File: config.mk
export PLATFORM = sky130hd
export DESIGN_NAME = ysyx_23060332_lsu
export DESIGN_NICKNAME = d
export VERILOG_FILES = /design/src/rtl/ysyx_23060332_lsu_pkg.sv /design/src/rtl/ysyx_23060332_lsu_ext.sv /design/src/rtl/ysyx_23060332_lsu.sv
export SDC_FILE = /design/constraint.sdc
export NUM_CORES = 1
export LEC_CHECK = 0
export ABC_AREA = 1
export BUFFER_PORTS_ARGS = -buffer_cell sky130_fd_sc_hd__buf_2
export CAP_MARGIN = 20
export CORE_ASPECT_RATIO = 1.2
export CORE_UTILIZATION = 40
export DETAILED_ROUTE_END_ITERATION = 8
export GPL_ROUTABILITY_DRIVEN = 0
export GPL_TIMING_DRIVEN = 1
export PLACE_DENSITY = 0.72
export SYNTH_ARGS = -nofsm -noshare
export SYNTH_HDL_FRONTEND = slang
export SYNTH_SLANG_ARGS = --single-unit
File: constraint.sdc
create_clock -name clk -period 2.06 [get_ports clk]
set_input_delay 0.618 -clock clk [delete_from_list [all_inputs] [get_ports clk]]
set_output_delay 0.618 -clock clk [all_outputs]
set_load 0.03 [all_outputs]
File: src/rtl/ysyx_23060332_lsu_pkg.sv
// Shared definitions for the LSU: RV32 load/store funct3 encodings, bus widths
// and the LSU state encoding.
package ysyx_23060332_lsu_pkg;

  localparam int MEM_ADDR_BUS = 32;
  localparam int MEM_DATA_BUS = 32;
  localparam logic [MEM_DATA_BUS-1:0] ZERO_WORD = '0;

  localparam logic [2:0] LB_F3  = 3'b000;
  localparam logic [2:0] LH_F3  = 3'b001;
  localparam logic [2:0] LW_F3  = 3'b010;
  localparam logic [2:0] LBU_F3 = 3'b100;
  localparam logic [2:0] LHU_F3 = 3'b101;
  localparam logic [2:0] SB_F3  = 3'b000;
  localparam logic [2:0] SH_F3  = 3'b001;
  localparam logic [2:0] SW_F3  = 3'b010;

  typedef enum logic [1:0] {
    LSU_IDLE   = 2'd0,
    LSU_ACCESS = 2'd1,
    LSU_RESP   = 2'd2
  } lsu_state_e;

endpackage

File: src/rtl/ysyx_23060332_lsu_ext.sv
// Combinational load-data extension and store byte-mask generation from funct3.
module ysyx_23060332_lsu_ext
  import ysyx_23060332_lsu_pkg::*;
#(
  parameter int DW = MEM_DATA_BUS
) (
  input  logic [2:0]    func3,
  input  logic [DW-1:0] raw_rdata,
  output logic [DW-1:0] ext_rdata,
  output logic [7:0]    wmask
);

  // Unlisted load encodings fall back to a full-word read.
  always_comb begin
    ext_rdata = raw_rdata;
    case (func3)
      LB_F3:   ext_rdata = {{(DW-8){raw_rdata[7]}}, raw_rdata[7:0]};
      LH_F3:   ext_rdata = {{(DW-16){raw_rdata[15]}}, raw_rdata[15:0]};
      LBU_F3:  ext_rdata = {{(DW-8){1'b0}}, raw_rdata[7:0]};
      LHU_F3:  ext_rdata = {{(DW-16){1'b0}}, raw_rdata[15:0]};
      default: ext_rdata = raw_rdata;
    endcase
  end

  always_comb begin
    wmask = 8'h0F;
    case (func3)
      SB_F3:   wmask = 8'h01;
      SH_F3:   wmask = 8'h03;
      SW_F3:   wmask = 8'h0F;
      default: wmask = 8'h0F;
    endcase
  end

endmodule

File: src/rtl/ysyx_23060332_lsu.sv
// Load/store unit: one request in flight, IDLE -> ACCESS -> RESP, with a
// MEM_LAT-cycle memory access window and a valid/ready result port.
module ysyx_23060332_lsu
  import ysyx_23060332_lsu_pkg::*;
#(
  parameter int MEM_LAT = 1,
  parameter int AW      = MEM_ADDR_BUS,
  parameter int DW      = MEM_DATA_BUS
) (
  input  logic          clk,
  input  logic          rst_n,
  input  logic          in_valid,
  output logic          in_ready,
  input  logic          in_ren,
  input  logic          in_wen,
  input  logic [2:0]    in_func3,
  input  logic [AW-1:0] in_addr,
  input  logic [DW-1:0] in_wdata,
  input  logic [4:0]    in_rd,
  output logic          out_valid,
  input  logic          out_ready,
  output logic [DW-1:0] out_rdata,
  output logic [4:0]    out_rd,
  output logic          out_is_load,
  output logic          mem_ren,
  output logic [AW-1:0] mem_raddr,
  input  logic [DW-1:0] mem_rdata,
  output logic          mem_wen,
  output logic [AW-1:0] mem_waddr,
  output logic [DW-1:0] mem_wdata,
  output logic [7:0]    mem_wmask
);

  // Both handshakes: a transfer happens on a rising edge where valid && ready;
  // the sender holds its payload stable while valid is high and ready is low.

  localparam logic [3:0] CNT_INIT = 4'(MEM_LAT - 1);

  lsu_state_e    state_q, state_d;
  logic [3:0]    cnt_q, cnt_d;
  logic [AW-1:0] addr_q, addr_d;
  logic [DW-1:0] wdata_q, wdata_d;
  logic [DW-1:0] rdata_q, rdata_d;
  logic [2:0]    func3_q, func3_d;
  logic [4:0]    rd_q, rd_d;
  logic          is_load_q, is_load_d;
  logic          is_store_q, is_store_d;
  logic [DW-1:0] ext_rdata;
  logic [7:0]    wmask;

  ysyx_23060332_lsu_ext #(.DW(DW)) u_ext (
    .func3     (func3_q),
    .raw_rdata (mem_rdata),
    .ext_rdata (ext_rdata),
    .wmask     (wmask)
  );

  always_comb begin
    state_d    = state_q;
    cnt_d      = cnt_q;
    addr_d     = addr_q;
    wdata_d    = wdata_q;
    rdata_d    = rdata_q;
    func3_d    = func3_q;
    rd_d       = rd_q;
    is_load_d  = is_load_q;
    is_store_d = is_store_q;
    case (state_q)
      LSU_IDLE: begin
        if (in_valid) begin
          addr_d     = in_addr;
          wdata_d    = in_wdata;
          func3_d    = in_func3;
          rd_d       = in_rd;
          is_load_d  = in_ren;
          // A request flagged as both load and store is executed as a load only.
          is_store_d = in_wen & ~in_ren;
          rdata_d    = ZERO_WORD;
          if (in_ren | in_wen) begin
            state_d = LSU_ACCESS;
            cnt_d   = CNT_INIT;
          end else begin
            state_d = LSU_RESP;
          end
        end
      end
      LSU_ACCESS: begin
        if (cnt_q == 4'd0) begin
          state_d = LSU_RESP;
          if (is_load_q) rdata_d = ext_rdata;
        end else begin
          cnt_d = cnt_q - 4'd1;
        end
      end
      LSU_RESP: begin
        if (out_ready) state_d = LSU_IDLE;
      end
      default: state_d = LSU_IDLE;
    endcase
  end

  always_ff @(posedge clk or negedge rst_n) begin
    if (!rst_n) begin
      state_q    <= LSU_IDLE;
      cnt_q      <= 4'd0;
      addr_q     <= '0;
      wdata_q    <= '0;
      rdata_q    <= '0;
      func3_q    <= 3'd0;
      rd_q       <= 5'd0;
      is_load_q  <= 1'b0;
      is_store_q <= 1'b0;
    end else begin
      state_q    <= state_d;
      cnt_q      <= cnt_d;
      addr_q     <= addr_d;
      wdata_q    <= wdata_d;
      rdata_q    <= rdata_d;
      func3_q    <= func3_d;
      rd_q       <= rd_d;
      is_load_q  <= is_load_d;
      is_store_q <= is_store_d;
    end
  end

  assign in_ready    = (state_q == LSU_IDLE);
  assign out_valid   = (state_q == LSU_RESP);
  assign out_rdata   = rdata_q;
  assign out_rd      = rd_q;
  assign out_is_load = is_load_q;

  // The counter still holds its load value only in the first ACCESS cycle,
  // which gives exactly one write strobe per store.
  assign mem_ren   = (state_q == LSU_ACCESS) && is_load_q;
  assign mem_wen   = (state_q == LSU_ACCESS) && is_store_q && (cnt_q == CNT_INIT);
  assign mem_wmask = mem_wen ? wmask : 8'h00;
  assign mem_raddr = addr_q;
  assign mem_waddr = addr_q;
  assign mem_wdata = wdata_q;

endmodule

Word level (Yosys, flattened, before mapping)
Cells that the tools add are included.
W data, S select, Z words.
{"block": "word_totals", "ff_bits": 112, "input_bits": 110, "out_inout_bits": 146, "wordCells": 51}
{"block": "classes", "n_addsub": 1, "n_eq_ne": 11, "mux": 16, "bitwise_logic": 3, "reduce_logical": 11}
{"cell": "$pmux W32 S4", "n": 1}
{"cell": "$mux W32", "n": 3}
{"cell": "$pmux W32 S2", "n": 1}
{"cell": "$pmux W4 S2", "n": 2}
{"cell": "$mux W4", "n": 3}
{"cell": "$mux W2", "n": 4}
{"cell": "$mux W8", "n": 1}
{"cell": "$ne A2 B2 Y1 const B", "n": 4}
{"cell": "$reduce_and A4 Y1", "n": 2}
{"cell": "$eq A3 B3 Y1 const B", "n": 2}
{"cell": "$pmux W2 S3", "n": 1}
{"cell": "$logic_not A4 Y1", "n": 1}
{"cell": "$ne A2 B1 Y1 const B", "n": 2}
{"cell": "$sub A4 B1 Y4 const B", "n": 1}
{"cell": "$eq A3 B1 Y1 const B", "n": 1}
{"cell": "$logic_and A1 B1 Y1", "n": 3}
{"cell": "$logic_not A3 Y1", "n": 1}
{"cell": "$reduce_and A3 Y1", "n": 1}
{"cell": "$eq A2 B1 Y1 const B", "n": 1}
{"cell": "$eq A2 B2 Y1 const B", "n": 1}
{"cell": "$logic_not A2 Y1", "n": 1}
{"cell": "$reduce_and A2 Y1", "n": 1}
{"cell": "$reduce_bool A2 Y1", "n": 1}
{"cell": "$and A1 B1 Y1", "n": 1}
{"cell": "2 further kinds", "n": 2}

Longest topological paths before layout
{"block": "depth", "word_depth": 5, "ltp_mapped": 8, "ltp_nobuf": 8}

Cells and area by module
Synthesis repeated with hierarchy kept, for this count alone.
{"block": "unflattened", "cells_unflattened": 635, "area_unflattened_um2": 5378.9}
{"mod": "ysyx_23060332_lsu", "instances": 1, "cells_per_inst": 557, "area_per_inst_um2": 4909.7, "seq_area_each_um2": 2802.7}
{"mod": "ysyx_23060332_lsu_ext", "instances": 1, "cells_per_inst": 78, "area_per_inst_um2": 469.2, "seq_area_each_um2": 0.0}

Worst setup path after synthesis
Ideal clock, no wire load.
{"block": "synth_path", "path_type": "reg-to-output", "from": "reg cnt_q[0]", "to": "out mem_wmask[3]", "arrival_ns": 1.742, "path_slack_ns": -0.300, "stages_incl_launch_ff": 8, "path_cell_list": "dfrtp_1 inv_1 ha_1 nand2_1 inv_1 nand3_1 a21oi_1 buf_4"}
{"block": "synth_between", "elab_chain_cells": 3}
{"element": "start: declaration", "line_no": "ysyx_23060332_lsu.sv:40", "text": "logic [3:0] cnt_q, cnt_d;"}
{"element": "start signal: assignment", "line_no": "ysyx_23060332_lsu.sv:115", "text": "cnt_q <= cnt_d;"}
{"element": "$logic_not A4 Y1", "line_no": "ysyx_23060332_lsu.sv:135", "text": "assign mem_wen = (state_q == LSU_ACCESS) && is_store_q && (cnt_q == CNT_INIT);"}
{"element": "$logic_and A1 B1 Y1", "line_no": "ysyx_23060332_lsu.sv:135"}
{"element": "$mux W8", "line_no": "ysyx_23060332_lsu.sv:136", "text": "assign mem_wmask = mem_wen ? wmask : 8'h00;"}
{"element": "end: declaration", "line_no": "ysyx_23060332_lsu.sv:31", "text": "output logic [7:0] mem_wmask"}
No other way between the ends.

Worst setup path after layout
{"block": "layout_path", "from": "reg cnt_q[2]", "to": "out mem_wmask[3]"}
The elaborated chain is that of the path after synthesis.

==> key figures <==
Status
  – Status: finished with violations
  – Failing checks: setup timing

Clock network
  – CTS tree: yes
  – Clock transition at path regs: 0.08 ns
  – Inserted Clock Buffers: 9
  – Htree depth: 3
  – Total clock sinks: 112
  – CTS Root Cell: clkbuf_16
  – CTS max path bufs: 2
  – Clock latency on the worst-skew pair: 0.35 ns

Final layout
  – Commonest cells after routing, fill and taps aside: nand2_1 (327), buf_2 (244), dfrtp_1 (110)
  – Post-Layout Cell Count: 988
  – Nets: 933
  – Area Growth Syn to Fin: 32.5%
  – Most common cell after layout, fill and taps aside: nand2_1
  – Antenna cells: 0
  – Layout cells sized above 1: 0.372

Global route
  – Initial antenna violation count: 0
  – First-pass GRT wire length: 18000 µm
  – Largest net degree at the start of global routing: 113
  – GRT Residual Overflow: 0
  – Vias in the first global route: 3911
  – Total Routing Usage GR: 0.183

Critical path
  – Worst r2r dst: out_rdata[15]
  – R2R Path Start: cnt_q[1]
  – CP Cell Sequence: nor2_4 > nand2_4 > inv_2 > nand3_4 > a21oi_4 > buf_6
  – Crit path arrival time: 1.46 ns
  – Crit path max fanout: 3
  – R2r setup slk: 0.33 ns
  – Slowest-stage cell, CP: dfrtp_2
  – Crit-path max cell delay: 0.43 ns
  – Worst Reg-to-Reg Cells: 9
  – Critical Path Start Type: register
  – CP Class: register to primary output
  – Worst setup EP type: primary output
  – Critical path required time: 1.44 ns

Pwr
  – Sw Pwr: 6240 µW
  – Comb pwr share: 0.546
  – Pint: 5970 µW
  – Maximum VDD drop: 0.914 mV
  – Pwr Density: 1870 nW/µm²
  – Clock share of power: 0.138
  – Reg power frac: 0.316
  – Leak pwr: 0.00399 µW
  – Switching fraction of total power: 0.511

Drt
  – Routed Antenna Nets: 0
  – Initial DRT Pass Iterations: 6
  – # DRC: 0
  – Via count: 4384
  – Iteration-0 DRC count of the detailed router: 122
  – Wire length per cell: 12.0 µm
  – Via/cell ratio: 4.44
  – Final WL: 11900 µm

Timing
  – Unrepaired setup endpoints after global routing: true
  – Final setup margin: -0.0209 ns
  – Slew HR: 0.610
  – Final period util: 1.01
  – Min cycle time layout: 2.08 ns
  – Fin Clk Skew: 0.0134 ns
  – Final hold violation count: 0
  – Max-slew violations: 0
  – Hold_ws: 0.333 ns
  – Maximum clock frequency: 481 MHz
  – Final setup violation count: 2
  – Slew of the pin with the lowest slew margin: 0.585 ns

Logic synthesis
  – Top cells by area, synth: dfrtp_1 (57%), nand2_1 (25%), buf_4 (6.9%)
  – Post-Syn Area: 4930 µm²
  – Syn Inst Count: 600
  – Yosys warning total: 0
  – Share of the synthesized area in the top cell type: 0.569
  – Distinct cells, synth: 26
  – Sequential fraction of the synthesis area: 0.569
  – Cell taking the most area after synthesis: dfrtp_1
  – Avg Cell Area, Syn: 8.21 µm²
  – #FFs+latches synth: 112

Die
  – Die area: 12800 µm²
  – Core Box Area: 12100 µm²
  – Row cnt: 44
  – # IOs: 256
  – Initial Util: 0.409
  – Die Wd: 103 µm
  – Die Y: 124 µm

Placement
  – # placed instances: 963
  – Place WS: 0.0966 ns
  – DP HPWL: 8400 µm
  – # port buffers: 251

Hold path
  – HP Class: primary input to async pin

Job
  – Maxcap violations: 0
[Yosys cell counts, drive strengths merged]
cell type / count
nand2: 329
dfrtp: 112
buf: 60
nor2: 43
inv: 19
o21ai: 15
nand3: 8
a21oi: 3
clkbuf: 2
or2: 2
conb: 1
ha: 1
nand4: 1
nor3b: 1
o211ai: 1
o21a: 1
xnor2: 1
[critical path, delay by kind of cell (launching register included)]
family | cells | cell delay, ns
flops | 1 | 0.43
simple gates | 3 | 0.31
buf+inv | 2 | 0.21
compound gates | 1 | 0.17
[worst max-delay path by stage]
stage / from / endpoint / slack (ns) / depth (start not counted)
2_1_floorplan: cnt_q[0] / mem_wmask[3] / -0.02 / 7
3_3_place_gp: cnt_q[3] / mem_wmask[3] / 0.16 / 6
3_5_place_dp: cnt_q[3] / mem_wmask[3] / 0.1 / 6
4_1_cts: cnt_q[1] / mem_wmask[3] / -0.05 / 7
5_1_grt: cnt_q[1] / mem_wmask[2] / -0.09 / 7
6_report: cnt_q[2] / mem_wmask[3] / -0.02 / 6
[state kept, by name, summed over array words and instances (netlist names)]
register,cells
mem_raddr,32
out_is_load,1
cnt_q,4
out_rdata,32
state_q,2
is_store_q,1
mem_wdata,32
out_rd,5
func3_q,3
[power groups by stage]
stage / Combinational [µW] / Sequential (µW) / Clock (µW)
2_1_floorplan: 3090 / 5720 / 0
3_3_place_gp: 6390 / 3880 / 0
3_5_place_dp: 6480 / 3880 / 0
4_1_cts: 6640 / 3860 / 1740
5_1_grt: 7290 / 4020 / 1830
6_report: 6670 / 3860 / 1680
[repair_timing]
item,CTS,global route
buffers inserted,5,4
setup endpoints to repair,6,6
pin swaps,3,4
hold buffers,0,0
gates resized for setup,19,7
[per-layer routing]
layer,GRT usage,share of wire
met5,0,0
met4,0.0792,0.019
met3,0.0331,0.071
met2,0.321,0.49
met1,0.218,0.42
[layout make-up]
| class | instances | area, µm² |
|---|---|---|
| clock buffer | 10 | 239 |
| fill | 1139 | 5530 |
| sequential | 112 | 2810 |
| clock inverter | 6 | 48.8 |
| inverter | 19 | 71.3 |
| multi-input combinational | 410 | 1700 |
| tap | 161 | 201 |
| timing repair buffer | 270 | 1460 |
[through the flow]
step | cell area [µm²] | total power (µW) | util | TNS, ns
6_report | 6530 | 12200 | 0.541 | -0.0417
4_1_cts | 6480 | 12200 | 0.538 | -0.114
3_5_place_dp | 6100 | 10400 | 0.506 | 0
2_1_floorplan | 4950 | 8800 | - | -0.0380
5_1_grt | 6530 | 13100 | 0.541 | -0.386
3_3_place_gp | 6100 | 10300 | 0.506 | 0
[cells by family after synthesis]
group / Yosys count / synth area share
other: 1 / 0.000761
buffers and inverters: 81 / 0.0988
AND/OR/NAND/NOR: 384 / 0.306
AO/OA/AOI/OAI: 20 / 0.0213
flip-flops: 112 / 0.569
adder cells (fa/ha/maj): 1 / 0.00254
XOR/XNOR: 1 / 0.00178
Power figures use the tool's default switching activity.
